File: src/rtl/piezo_melody_ctrl.sv
// piezo_melody_ctrl: shares one piezo tone generator between keypad notes and
// a built-in 14-entry melody ROM. All outputs except busy are registered.
// Optional feature macro: PIEZO_MELODY_LOOP_EN. When it is defined, the melody
// repeats until stop, a key press or reset ends it.
module piezo_melody_ctrl #(
  parameter int TICK_DIV = 50000,  // clk cycles per 1 ms tick
  parameter int NOTE_MS  = 250,    // ticks per note unit
  parameter int GAP_MS   = 30      // ticks of silence after each auto-play note
) (
  input  logic       clk,
  input  logic       rst,
  input  logic [7:0] key_in,
  input  logic       play,
  input  logic       stop,
  output logic [7:0] tone_sel,
  output logic       busy,
  output logic [3:0] note_idx,
  output logic       done
);

  localparam int TICK_W  = (TICK_DIV > 1) ? $clog2(TICK_DIV) : 1;
  localparam int DUR_MAX = (4 * NOTE_MS > GAP_MS) ? 4 * NOTE_MS : GAP_MS;
  localparam int DUR_W   = $clog2(DUR_MAX + 1);

  localparam logic [TICK_W-1:0] TICK_LAST = TICK_W'(TICK_DIV - 1);
  localparam logic [DUR_W-1:0]  GAP_LAST  = DUR_W'(GAP_MS - 1);
  localparam logic [3:0]        LAST_IDX  = 4'd13;

  localparam logic [7:0] TONE_C = 8'h01;
  localparam logic [7:0] TONE_D = 8'h02;
  localparam logic [7:0] TONE_E = 8'h04;
  localparam logic [7:0] TONE_F = 8'h08;
  localparam logic [7:0] TONE_G = 8'h10;
  localparam logic [7:0] TONE_A = 8'h20;

  typedef enum logic [1:0] {IDLE, MANUAL, NOTE, GAP} state_t;

  // Melody ROM: {len[1:0], tone[7:0]}; a note lasts (len+1) note units.
  function automatic logic [9:0] rom_entry(input logic [3:0] idx);
    case (idx)
      4'd0:    rom_entry = {2'd0, TONE_C};
      4'd1:    rom_entry = {2'd0, TONE_C};
      4'd2:    rom_entry = {2'd0, TONE_G};
      4'd3:    rom_entry = {2'd0, TONE_G};
      4'd4:    rom_entry = {2'd0, TONE_A};
      4'd5:    rom_entry = {2'd0, TONE_A};
      4'd6:    rom_entry = {2'd1, TONE_G};
      4'd7:    rom_entry = {2'd0, TONE_F};
      4'd8:    rom_entry = {2'd0, TONE_F};
      4'd9:    rom_entry = {2'd0, TONE_E};
      4'd10:   rom_entry = {2'd0, TONE_E};
      4'd11:   rom_entry = {2'd0, TONE_D};
      4'd12:   rom_entry = {2'd0, TONE_D};
      4'd13:   rom_entry = {2'd1, TONE_C};
      default: rom_entry = {2'd0, 8'h00};
    endcase
  endfunction

  // Last duration-counter value (in ticks) for a note of the given length.
  function automatic logic [DUR_W-1:0] note_last(input logic [1:0] len);
    case (len)
      2'd0:    note_last = DUR_W'(NOTE_MS - 1);
      2'd1:    note_last = DUR_W'(2 * NOTE_MS - 1);
      2'd2:    note_last = DUR_W'(3 * NOTE_MS - 1);
      default: note_last = DUR_W'(4 * NOTE_MS - 1);
    endcase
  endfunction

  state_t            state_q, state_d;
  logic [TICK_W-1:0] tick_cnt, tick_d;
  logic [DUR_W-1:0]  dur_cnt, dur_d, dur_last;
  logic [7:0]        tone_d;
  logic [3:0]        idx_d, idx_inc;
  logic              done_d;
  logic              key_any, key_onehot, tick;
  logic [9:0]        cur_entry, next_entry;

  assign key_any    = (key_in != 8'd0);
  assign key_onehot = key_any && ((key_in & (key_in - 8'd1)) == 8'd0);
  assign tick       = (tick_cnt == TICK_LAST);
  assign idx_inc    = note_idx + 4'd1;
  assign cur_entry  = rom_entry(note_idx);
  assign next_entry = rom_entry(idx_inc);
  assign dur_last   = (state_q == NOTE) ? note_last(cur_entry[9:8]) : GAP_LAST;
  assign busy       = (state_q == NOTE) || (state_q == GAP);

  // Next-state and next-output logic for the sequencer/arbiter.
  always_comb begin
    // NOTE: every variable gets a default first so no path can infer a latch.
    state_d = state_q;
    tone_d  = tone_sel;
    idx_d   = note_idx;
    done_d  = 1'b0;
    dur_d   = dur_cnt;
    tick_d  = tick ? '0 : tick_cnt + TICK_W'(1);

    case (state_q)
      IDLE: begin
        tone_d = 8'd0;
        idx_d  = 4'd0;
        dur_d  = '0;
        if (key_any) begin
          state_d = MANUAL;
          tone_d  = key_onehot ? key_in : 8'd0;
        end else if (play && !stop) begin
          state_d = NOTE;
          tone_d  = rom_entry(4'd0)[7:0];
          tick_d  = '0;  // realign the tick so the first note is exact
        end
      end

      MANUAL: begin
        if (!key_any) begin
          state_d = IDLE;
          tone_d  = 8'd0;
        end else begin
          tone_d = key_onehot ? key_in : 8'd0;
        end
      end

      NOTE, GAP: begin
        if (stop || key_any) begin
          // Abort without done; a held key is picked up from IDLE next cycle.
          state_d = IDLE;
          tone_d  = 8'd0;
          idx_d   = 4'd0;
          dur_d   = '0;
        end else if (tick) begin
          if (dur_cnt == dur_last) begin
            dur_d = '0;
            if (state_q == NOTE) begin
              state_d = GAP;
              tone_d  = 8'd0;
            end else if (note_idx < LAST_IDX) begin
              state_d = NOTE;
              idx_d   = idx_inc;
              tone_d  = next_entry[7:0];
            end else begin
              done_d = 1'b1;
              idx_d  = 4'd0;
`ifdef PIEZO_MELODY_LOOP_EN
              state_d = NOTE;
              tone_d  = rom_entry(4'd0)[7:0];
`else
              state_d = IDLE;
              tone_d  = 8'd0;
`endif
            end
          end else begin
            dur_d = dur_cnt + DUR_W'(1);
          end
        end
      end

      default: begin
        state_d = IDLE;
        tone_d  = 8'd0;
        idx_d   = 4'd0;
        dur_d   = '0;
      end
    endcase
  end

  // State, counter and output registers with asynchronous reset.
  always_ff @(posedge clk or posedge rst) begin
    // NOTE: sequential state uses non-blocking assignments so every register
    // samples the values from before the edge.
    if (rst) begin
      state_q  <= IDLE;
      tick_cnt <= '0;
      dur_cnt  <= '0;
      tone_sel <= 8'd0;
      note_idx <= 4'd0;
      done     <= 1'b0;
    end else begin
      state_q  <= state_d;
      tick_cnt <= tick_d;
      dur_cnt  <= dur_d;
      tone_sel <= tone_d;
      note_idx <= idx_d;
      done     <= done_d;
    end
  end

endmodule

File: config.mk
export PLATFORM = sky130hd
export DESIGN_NAME = piezo_melody_ctrl
export DESIGN_NICKNAME = d
export VERILOG_FILES = /design/src/rtl/piezo_melody_ctrl.sv
export SDC_FILE = /design/constraint.sdc
export NUM_CORES = 1
export LEC_CHECK = 0
export CORE_MARGIN = 3
export CORE_UTILIZATION = 60
export CTS_CLUSTER_SIZE = 40
export DETAILED_ROUTE_END_ITERATION = 16
export GPL_ROUTABILITY_DRIVEN = 0
export PLACE_DENSITY = 0.84
export SYNTH_ARGS = -nofsm -noshare
export SYNTH_HDL_FRONTEND = slang
export SYNTH_SLANG_ARGS = --single-unit
File: constraint.sdc
create_clock -name clk -period 4.4 [get_ports clk]
set_input_delay 0.88 -clock clk [delete_from_list [all_inputs] [get_ports clk]]
set_output_delay 0.88 -clock clk [all_outputs]
set_load 0.02 [all_outputs]
==> out/qor.yml <==
critical_path:
  crit_path_start: "key_in[0]"
  r2r_cells: 9
  cp.arrival_ns: 3.34
  required_ns: 4.57
  endpoint_kind: "flop"
  r2r_slack_ns: 1.49
  cp_max_fo: 12
  start_kind: "input pin"
  r2r-end: "dur_cnt[3]$_DFFE_PP0P_"
  criticalPathCategory: "input pin to flop"
  crit-reg2reg-launch: "note_idx[0]$_DFFE_PP0P_"
  crit_end: "dur_cnt[2]$_DFFE_PP0P_"
logic_synthesis:
  async_flop_share_pct: 100
  synth-simple-area-share_pct: 27.6
  yosys.area_share.adder_pct: 4.42
  yosys.area.top_type: "dfrtp_1"
  synth_compound_area_share_pct: 11.9
  syn-cell-area_sq_um: 2490
  synth.area.top_cells: "dfrtp_1 (41%), nor2_1 (5.4%), xnor2_1 (4.9%)"
  yosys-mux-area-fraction_pct: 3.06
  synth_seq_cells: 41
  syn_nets: 286
  synthCells: 266
  yosysWarnings: 0
  synth_top_family_by_area: "simple AND/OR/NAND/NOR gates"
  synthFlopType: "dfrtp_1"
  synthXorXnorAreaFrac_pct: 7.73
  yosysTopAreaCellShare_pct: 41.2
  avgSynthCellArea_sq_um: 9.37
  synth.yosys.seq_area_share_pct: 41.2
  ys_types: 55
  synth-edff-count: 0
pwr:
  peakVddDrop_v: 0.000215
  p_clk_share_pct: 35.8
  power_density_nw_per_um2: 239
  power_mw: 0.682
  p_comb_share_pct: 6.5
  power_frac_seq_pct: 57.7
  p_leak_nw: 1.15
  p_switching_mw: 0.152
  swShare_pct: 22.3
  p_int_mw: 0.530
clocking:
  cts_resized: 0
  insertion_delay_ns: 0.29
  path_clk_slew_ns: 0.07
  root_buffer: "clkbuf_8"
  cts_buffers: 5
  ctsHoldBuffers: 0
  clock_sinks: 41
  clockBufferDepth: 2
  cts_max_level: 2
  cts_setup_buffers: 0
  cts_tree: "built"
global_route:
  met2_usage_pct: 35.0
  grt_pass1_wl_microns: 9110
  gr-usage-met1_pct: 32.3
  antenna_found_initial: 0
  top_usage_layer: "met2"
  grtUsageMet3_pct: 4.17
  grt_max_degree: 22
  grt_util_all_layers_pct: 22.8
  grt_pass1_vias: 1910
  gr-total-overflow: 0
sta:
  timing.hold.ws_ns: 0.456
  hold_viol: 0
  fmax_mhz: 316
  setup_violations: 0
  fin_tns_setup_ns: 0
  setup_ws_ns: 1.24
  timing.final.max_slew_violations: 0
  worst_pin_slew_ns: 0.824
  min_period_over_period_pct: 71.9
  rsz0062_at_grt: "false"
  finalCriticalPeriod_ns: 3.16
  slew_headroom_pct: 45.0
  skew_ns: 0.0126
finish:
  nets: 310
  area_delta_synth_final_pct: 14.7
  final_common_cell: "dfrtp_1"
  layout_common_cells: "dfrtp_1 (41), nor2_1 (36), clkdlybuf4s50_1 (25), nand2_1 (16), xnor2_1 (14)"
  drive_gt1_share_pct: 8.28
  finalNonFillerCells: 338
  insertedDiodeCount: 0
place:
  place_hpwl_microns: 3890
  dp.cells: 331
  preCtsSetupSlack_ns: 0.927
  io_buffers: 25
detailed_routing:
  drt_iter0_drc: 225
  vias: 2021
  ant_nets: 0
  routedWlPerCell_microns: 15.4
  drc: 0
  dr.pass1.iters: 4
  drt_wl_total_microns: 5210
  via_per_inst: 5.98
floorplanning:
  die_y_microns: 70.5
  core-area_sq_um: 3830
  io_pins: 26
  initial_core_util_pct: 65.1
  rows: 22
  die_w_microns: 70.5
  dieArea_sq_um: 4960
run:
  maxCapViolCount: 0
min_path:
  hp-class: "flop to flop"
status:
  outcome: "complete, no violations"
## cell families after synthesis
group                    after synthesis
flip-flops                            41
AND/OR/NAND/NOR                      122
XOR/XNOR                              22
multiplexers                           7
buffers and inverters                 24
adder cells (fa/ha/maj)                9
AO/OA/AOI/OAI                         41
## cells in the mapped netlist (all sizes together), types with 2 or more instances
cell     instances
or3              8
xor2             8
a32o             2
a22o             3
mux2i            2
or4              2
nor2b            3
nor2            36
mux2             5
inv             13
nor4             5
nand3           12
nor4b            4
o31a             2
a31o             2
buf              3
nand4            3
nor3b            2
a2111oi          2
ha               8
nor4bb           2
a211o            2
o21ai            9
nand2b           6
nand2           17
nor3             7
xnor2           14
and2             2
a22oi            3
and4             3
and3             8
a21oi            7
clkbuf           8
dfrtp           41
## through the flow
stage                     instance area, sq um  utilization, %
final                                     2860            74.7
after global routing                      2860            74.7
after CTS                                 2860            74.7
after global placement                    2770            72.4
after floorplan                           2490               -
after detailed placement                  2770            72.4
## layer usage
metal  share of wire, %  up-vias
met3                4.1        5
met2                 49       44
li1                   -     1005
met5                  0        -
met1                 46      967
met4               0.92        0
## area by class of cell
cell class,count,area [sq um]
Clock buffer,7,86.3
Fill cell,298,968
Inverter,13,48.8
Multi-Input combinational cell,201,1360
Sequential cell,41,1030
Tap cell,48,60.1
Timing Repair Buffer,28,273
## power by group through the flow
stage / registers (mW) / logic [mW] / clock network, mW
finish: 0.394 / 0.0445 / 0.244
global route: 0.395 / 0.0500 / 0.265
CTS: 0.393 / 0.0449 / 0.249
detailed placement: 0.400 / 0.0447 / 0
global placement: 0.400 / 0.0439 / 0
floorplan: 0.399 / 0.0245 / 0
## flip-flops by register name, summed over array words and instances (netlist names)
name      flops
dur_cnt      10
tick_cnt     16
note_idx      4
tone_sel      8
state_q       2
done          1
## worst min-delay path by stage
stage	start	to	slack (ns)	cells after the start
after floorplan	tick_cnt[0]$_DFF_PP0_	tick_cnt[0]$_DFF_PP0_	0.43	1
after global placement	tick_cnt[0]$_DFF_PP0_	tick_cnt[0]$_DFF_PP0_	0.44	1
after detailed placement	tick_cnt[0]$_DFF_PP0_	tick_cnt[0]$_DFF_PP0_	0.45	1
after CTS	tick_cnt[0]$_DFF_PP0_	tick_cnt[0]$_DFF_PP0_	0.45	1
after global routing	tick_cnt[0]$_DFF_PP0_	tick_cnt[0]$_DFF_PP0_	0.48	1
final	tick_cnt[0]$_DFF_PP0_	tick_cnt[0]$_DFF_PP0_	0.46	1
## worst max-delay path: stages
cell and delay, ns:
clkdlybuf4s50_1 0.45, or4_4 0.62, nor4_2 0.61, a21o_1 0.41, or3_1 0.18, or3b_1 0.11, nand3_1 0.07
(Power assumes the default switching activity.)
